**src/rtl/operand_join.sv**
```systemverilog
// Pairs two independently buffered operand streams (A, B) for the adder-with-offset stage.
// Define OPERAND_JOIN_STATS_EN to add the PAIR_COUNT / STALL_COUNT statistics outputs.

module operand_join_fifo #(
  parameter int NBITS = 8,
  parameter int DEPTH = 4,
  parameter int AW    = $clog2(DEPTH)
) (
  input  logic             clk_i,
  input  logic             rst_i,
  input  logic             push_i,
  input  logic             pop_i,
  input  logic [NBITS-1:0] wdata_i,
  output logic [NBITS-1:0] head_o,
  output logic [AW:0]      level_o
);

  logic [NBITS-1:0] mem_q [DEPTH];
  logic [AW-1:0]    wptr_q;
  logic [AW-1:0]    rptr_q;
  logic [AW:0]      level_q;
  logic [AW:0]      level_d;

  always_comb begin
    level_d = level_q;
    case ({push_i, pop_i})
      2'b10:   level_d = level_q + {{AW{1'b0}}, 1'b1};
      2'b01:   level_d = level_q - {{AW{1'b0}}, 1'b1};
      default: level_d = level_q;
    endcase
  end

  // Pointers wrap naturally modulo DEPTH because DEPTH is a power of two.
  always_ff @(posedge clk_i) begin
    if (rst_i) begin
      wptr_q  <= '0;
      rptr_q  <= '0;
      level_q <= '0;
    end else begin
      if (push_i) wptr_q <= wptr_q + {{(AW-1){1'b0}}, 1'b1};
      if (pop_i)  rptr_q <= rptr_q + {{(AW-1){1'b0}}, 1'b1};
      level_q <= level_d;
    end
  end

  always_ff @(posedge clk_i) begin
    if (!rst_i && push_i) mem_q[wptr_q] <= wdata_i;
  end

  always_comb begin
    if (level_q != '0) head_o = mem_q[rptr_q];
    else               head_o = '0;
  end

  assign level_o = level_q;

endmodule

module operand_join #(
  parameter int NBITS = 8,
  parameter int DEPTH = 4
) (
  input  logic                     CLK,
  input  logic                     RST,
  input  logic [NBITS-1:0]         A_DATA,
  input  logic                     A_VALID,
  output logic                     A_READY,
  input  logic [NBITS-1:0]         B_DATA,
  input  logic                     B_VALID,
  output logic                     B_READY,
  output logic [NBITS-1:0]         OUT_A,
  output logic [NBITS-1:0]         OUT_B,
  output logic                     OUT_VALID,
  input  logic                     OUT_READY,
  output logic [$clog2(DEPTH):0]   A_LEVEL,
  output logic [$clog2(DEPTH):0]   B_LEVEL
`ifdef OPERAND_JOIN_STATS_EN
  ,
  output logic [15:0]              PAIR_COUNT,
  output logic [15:0]              STALL_COUNT
`endif
);

  localparam int AW = $clog2(DEPTH);
  localparam logic [AW:0] FULL_LVL = (AW + 1)'(DEPTH);

  logic push_a_s;
  logic push_b_s;
  logic pop_s;

  assign A_READY   = (A_LEVEL != FULL_LVL);
  assign B_READY   = (B_LEVEL != FULL_LVL);
  assign push_a_s  = A_VALID && A_READY;
  assign push_b_s  = B_VALID && B_READY;
  assign OUT_VALID = (A_LEVEL != '0) && (B_LEVEL != '0);
  // Both sides pop together so the k-th A always meets the k-th B.
  assign pop_s     = OUT_VALID && OUT_READY;

  operand_join_fifo #(.NBITS(NBITS), .DEPTH(DEPTH)) u_fifo_a (
    .clk_i   (CLK),
    .rst_i   (RST),
    .push_i  (push_a_s),
    .pop_i   (pop_s),
    .wdata_i (A_DATA),
    .head_o  (OUT_A),
    .level_o (A_LEVEL)
  );

  operand_join_fifo #(.NBITS(NBITS), .DEPTH(DEPTH)) u_fifo_b (
    .clk_i   (CLK),
    .rst_i   (RST),
    .push_i  (push_b_s),
    .pop_i   (pop_s),
    .wdata_i (B_DATA),
    .head_o  (OUT_B),
    .level_o (B_LEVEL)
  );

`ifdef OPERAND_JOIN_STATS_EN
  logic [15:0] pair_cnt_q;
  logic [15:0] stall_cnt_q;

  // Pair count wraps; stall count saturates.
  always_ff @(posedge CLK) begin
    if (RST) begin
      pair_cnt_q  <= 16'd0;
      stall_cnt_q <= 16'd0;
    end else begin
      if (pop_s) pair_cnt_q <= pair_cnt_q + 16'd1;
      if (OUT_VALID && !OUT_READY && (stall_cnt_q != 16'hFFFF))
        stall_cnt_q <= stall_cnt_q + 16'd1;
    end
  end

  assign PAIR_COUNT  = pair_cnt_q;
  assign STALL_COUNT = stall_cnt_q;
`endif

endmodule

```
**config.mk**
```make
export PLATFORM = sky130hd
export DESIGN_NAME = operand_join
export DESIGN_NICKNAME = d
export VERILOG_FILES = /design/src/rtl/operand_join.sv
export SDC_FILE = /design/constraint.sdc
export NUM_CORES = 1
export LEC_CHECK = 0
export ABC_AREA = 1
export BUFFER_PORTS_ARGS = -buffer_cell sky130_fd_sc_hd__buf_2
export CORE_MARGIN = 10
export CORE_UTILIZATION = 40
export CTS_BUF_LIST = sky130_fd_sc_hd__clkbuf_8
export DETAILED_ROUTE_END_ITERATION = 10
export GPL_TIMING_DRIVEN = 0
export HOLD_SLACK_MARGIN = 0.15
export MAX_ROUTING_LAYER = met4
export PLACE_DENSITY = 0.69
export SYNTH_ARGS = -nofsm -noshare
export SYNTH_HDL_FRONTEND = slang
export SYNTH_SLANG_ARGS = --single-unit
```
**constraint.sdc**
```tcl
create_clock -name CLK -period 2.5 [get_ports CLK]
set_input_delay 0.375 -clock CLK [delete_from_list [all_inputs] [get_ports CLK]]
set_output_delay 0.375 -clock CLK [all_outputs]
set_load 0.05 [all_outputs]
```
---- Word level (Yosys, flattened, before mapping) ----
Memory sizes are Yosys's and may differ from the RTL's. A register that Yosys moved wholly into a read port is not among the register bits.
Index checks and enable logic that the tools add are counted.
word-level totals
  input port bits ......................... 21
  output and inout port bits .............. 25
  flip-flop bits (word level) ............. 14
  bits in writable memories ............... 64
  memories kept ........................... 2
  word-level logic and storage cells ...... 45
operators by class
  add/sub/neg operators ................... 8
  equality and inequality tests ........... 6
  reduce and logical (&&, ||, !) cells .... 11
  multiplexer cells ....................... 12
memory list
  name            depth  bits a word  read ports  clocked after Yosys merged registers in  wr ports  line  RTL
  u_fifo_a.mem_q  4      8            1           1                                        1         18    logic [NBITS-1:0] mem_q [DEPTH];
  u_fifo_b.mem_q  4      8            1           1                                        1         18
operators by type and width
  operator                                           count
  2-to-1 mux 8 bit                                   2
  case mux 3 bit (2 select lines)                    2
  adder 2 x 1 -> 2 bit (second input constant)       4
  2-to-1 mux 2 bit                                   4
  adder 3 x 1 -> 3 bit (second input constant)       2
  logical AND 1 bit                                  6
  != test 3 bit (second input constant)              2
  nonzero test 3 bit                                 2
  subtractor 3 x 1 -> 3 bit (second input constant)  2
  == test 2 x 1 -> 1 bit (second input constant)     2
  == test 2 bit (second input constant)              2
  2-to-1 mux 1 bit                                   4
  nonzero test 2 bit                                 2
  zero test 1 bit                                    1

---- Longest topological paths before layout ----
  depth in word-level cells ............... 5
  mapped depth ............................ 12

---- Modules after synthesis ----
Synthesis repeated with hierarchy kept, for this count alone.
second synthesis, totals
  cells, all modules ...................... 334
  area, all modules ....................... 3560.9 um^2
modules (own cells, without submodules)
  module             seq. area each (um^2)  cells each  area each (um^2)  instances
  operand_join_fifo  1141.1                 160         1747.9            2
  operand_join       0.0                    14          65.1              1

---- Least setup slack after synthesis ----
Ideal clock, no wire load.
  path type ............................... register to register
  start ................................... reg u_fifo_a.level_q[2] (netlist: u_fifo_a.level_o[2])
  end ..................................... reg u_fifo_a.level_q[2] (netlist: u_fifo_a.level_o[2])
  data required time ...................... 2.391 ns
  setup time .............................. 0.109 ns
  path buffers ............................ 0
  arrival time ............................ 2.326 ns
  stages on the path, launching flop included .. 11
  period minus slack after synthesis ...... 2.435 ns
  path slack .............................. 0.065 ns
  path through ............................ dfxtp_1 nand2_1 nand2_2 ha_1 inv_1 fa_1 or2_1 nand3_1 nand2_1 clkinv_1 nor2_1
between the ends
  elaborated cells on any way between the ends .. 11
RTL lines
  item                                                                          line  RTL
  start, declared                                                               21    logic [AW:0] level_q;
  start signal, assigned                                                        42    level_q <= level_d;
  != test 3 bit (*)                                                             91    assign A_READY = (A_LEVEL != FULL_LVL);
  via A_READY                                                                   67    output logic A_READY,
  logical AND 1 bit (*)                                                         93    assign push_a_s = A_VALID && A_READY;
  == test 2 x 1 -> 1 bit / == test 2 bit (equally long branches)                26    case ({push_i, pop_i})
  case mux 3 bit (2 select lines) / nonzero test 2 bit (equally long branches)  -
The timed path passes the listed nets; every way through them passes the cells marked *.
A chain may end at the register's enable or synchronous reset.

---- Worst setup path in the final report ----
  start ................................... reg u_fifo_b.level_q[2] (netlist: u_fifo_b.level_o[2])
  end ..................................... out OUT_B[0]
between the ends
  cells in the longest elaborated chain, start to end .. 2
ends and longest elaborated chain
  item                    line  RTL
  start, declared         21
  start signal, assigned  42
  nonzero test 3 bit      51    if (level_q != '0) head_o = mem_q[rptr_q];
  2-to-1 mux 8 bit        51
  end, declared           72    output logic [NBITS-1:0] OUT_B,
Every way passes these cells.

==> summary.md <==
| Metric | Value |
|---|---|
| Largest net degree at the start of global routing | `14` |
| Nets | `418` |
| Worst-path fanout max | `8` |
| Cells on worst reg2reg path | `12` |
| Drt total wl | `7000 µm` |
| Layout area overhead | `16.2%` |
| Synth cell types | `24` |
| Pwr Total | `4.67 mW` |
| Leakage | `1.66 nW` |
| Clk root buf | `clkbuf_8` |
| Synth Area per Inst | `~11 µm²` |
| Global Route Usage Sum | `11.6%` |
| Sum Neg Setup Slack | `0 ns` |
| Share of cells above drive strength 1 | `21.5%` |
| Final min period | `2.04 ns` |
| Gpl congestion | `0.832` |
| Hold Slack | `approximately 0.24 ns` |
| Via count | `2400` |
| Final Non-Filler Cells | `498` |
| Seq cells post-synth | `82` |
| Max Freq | `0.490 GHz` |
| Outcome | `finished clean` |
| Final worst slack | `0.459 ns` |
| Int Pwr | `2.64 mW` |
| Via/cell ratio | `approximately 4.8` |
| R2R Setup Slk | `about 0.52 ns` |
| Detailed Routing Iterations Pass 1 | `4` |
| Post-Syn Nets | `362` |
| R2r startpoint | `u_fifo_b.level_o[2]` |
| Sinks on Clock Net | `82` |
| Combinational Power Share | `42.6%` |
| Die X | `114 µm` |
| Ant. Diodes | `0` |
| Crit path required time | `between 2 and 2.5 ns` |
| Die footprint | `12900 µm²` |
| Die height | `about 110 µm` |
| Peak supply drop | `630 µV` |
| CTS buffer count | `9` |
| CP Capture Type | `output port` |
| Worst-Margin Slew | `about 0.91 ns` |
| Post-place setup slack | `0.526 ns` |
| CP endpoint | `OUT_B[0]` |
| Reg clk slew, reported paths | `0.09 ns` |
| First-pass GRT wire length | `around 12000 µm` |
| Hold buffers post-CTS | `0` |
| Mapped Area | `about 3500 µm²` |
| Cell Area, Placed | `3870 µm²` |
| Placed cells | `between 400 and 500` |
| Global route overflow | `0` |
| Yosys top cell by area | `edfxtp_1` |
| Primary FF master, synth | `edfxtp_1` |
| Post-synth ARST share | `0%` |
| Hold Vio Cnt, Final | `0` |
| Initial antenna violation count | `0` |
| Arr. time, crit path | `between 1.5 and 2 ns` |
| Core Footprint | `8640 µm²` |
| Num ports | `46` |
| Max_slew headroom | `38.8%` |
| Net Sw Power | `2.03 mW` |
| Worst setup path start | `u_fifo_b.level_o[2]` |
| Remaining antenna violation count | `0` |
| Final slew viol count | `0` |
| Iteration-0 DRC Markers | `117` |
| Starting Density | `40.7%` |
| Post-CTS setup buffers | `0` |
| Vias in the first global route | `2438` |
| Row count | `34` |
| Setup violators final | `0` |
| RSZ-0062 raised after global routing | `no` |
| YS warnings | `0` |
| Share of the synthesized area in the top cell type | `a little over half` |
| Pwr/cell area | `1140 nW/µm²` |
| Longest Clk Path Bufs | `2` |
| HPWL after detailed placement | `slightly below 5000 µm` |
| Clock tree from TritonCTS | `built` |
| Part of the power in the clock network | `21.6%` |
| Post-CTS sizing | `0` |
| DRC | `0` |
| Crit Path Class | `reg -> out` |
| EDFF count, synth | `64` |
| Most common cell in the netlist | `nor2_1` |
| Max Cap Viol | `0` |
| Setup Skew | `0.0121 ns` |
| Fin area | `a little over 4000 µm²` |
| Tcrit/Tclk final | `81.6%` |
| Port bufs | `45` |
| Synth cell count leaders | `nor2_1, edfxtp_1, inv_1` |
| Switching Share | `43.5%` |
| Skew-Pair Late Insertion Delay | `0.34 ns` |
| Sequential share of power | `35.8%` |
| Fin util | `47.3%` |
| Area contributors post-synth | `edfxtp_1, dfxtp_1, nor2_1, ha_1, o21ai_1` |
| Hold crit path type | `in -> reg` |
| H-tree Lvls | `3` |
| Post-synthesis sequential area ratio | `64.9%` |
| CP Launch Type | `register` |
| Routed len/inst | `14.1 µm` |
| Synth Instances | `329` |
| Worst reg2reg path endpoint | `u_fifo_b.level_o[2]` |
| # fillers | `802` |
==> critical path, cell delays in order (launching register included) <==
cell and delay, ns:
dfxtp_1 0.41, inv_2 0.06, nand3_2 0.14, inv_1 0.19, a21oi_1 0.22, buf_2 0.30
==> flip-flops by register name, indices dropped and copies added (netlist names), named ones only <==
register          cells
u_fifo_a.mem_q       32
u_fifo_b.mem_q       32
u_fifo_a.level_o      3
u_fifo_b.level_o      3
u_fifo_a.rptr_q       2
u_fifo_a.wptr_q       2
u_fifo_b.rptr_q       2
u_fifo_b.wptr_q       2
==> cell usage in the layout, fill, tap and decap left out, types with 4 or more instances in the layout <==
master / count
nor2_1: 90
edfxtp_1: 64
buf_2: 48
inv_1: 28
o21ai_1: 22
a21oi_1: 20
nand2_1: 19
o21ai_0: 18
dfxtp_1: 18
inv_2: 12
ha_1: 10
clkbuf_8: 9
clkinv_1: 5
nand4_1: 4
==> layout make-up <==
| type | count | area [µm²] | area share, % |
|---|---|---|---|
| plain buffers | 9 | 82.6 | 2.02 |
| clock buffers | 9 | 124 | 3.03 |
| clock inverters | 7 | 83.8 | 2.05 |
| inverters | 41 | 154 | 3.77 |
| multi-input cells | 197 | 996 | 24.4 |
| flip-flops and latches | 82 | 2280 | 55.9 |
| well taps | 108 | 135 | 3.31 |
| repair buffers | 45 | 225 | 5.52 |
==> cells by family after synthesis <==
| logic type | count (synthesis) | share of synthesized area (%) |
|---|---|---|
| AND/OR/NAND/NOR | 123 | 14.6 |
| flip-flops | 82 | 64.9 |
| buffers and inverters | 50 | 6.73 |
| XOR/XNOR | 2 | 0.498 |
| adder cells (fa/ha/maj) | 12 | 4.70 |
| AO/OA/AOI/OAI | 60 | 8.54 |
==> power by group through the flow <==
stage / clock (mW) / combinational (mW) / sequential, mW
floorplan: 0 / 1.41 / 1.82
global placement: 0 / 1.97 / 1.70
detailed placement: 0 / 2.01 / 1.70
CTS: 1.03 / 2.01 / 1.67
global route: 1.08 / 2.18 / 1.69
finish: 1.01 / 1.99 / 1.67
==> worst min path at each step <==
stage                             from              endpoint  cells past startpoint
floorplan                    A_DATA[0]  u_fifo_a.mem_q[0][0]                      0
global placement    u_fifo_a.wptr_q[1]    u_fifo_a.wptr_q[1]                      2
detailed placement  u_fifo_b.wptr_q[1]    u_fifo_b.wptr_q[1]                      2
CTS                          A_DATA[5]  u_fifo_a.mem_q[2][5]                      1
global route                 B_DATA[0]  u_fifo_b.mem_q[3][0]                      1
finish                       A_DATA[5]  u_fifo_a.mem_q[2][5]                      1
==> metal layers <==
layer | vias up | wire length, µm | track usage (%) | share of wire (%)
li1 | 1211 | - | - | -
met1 | 1128 | 3240 | 14.3 | 46
met2 | 53 | 3370 | 18.0 | 48
met3 | 8 | 293 | 2.68 | 4.2
met4 | 0 | 96 | 4.99 | 1.4
met5 | - | 0 | - | 0
No activity file was read; power rests on OpenSTA's default activity.
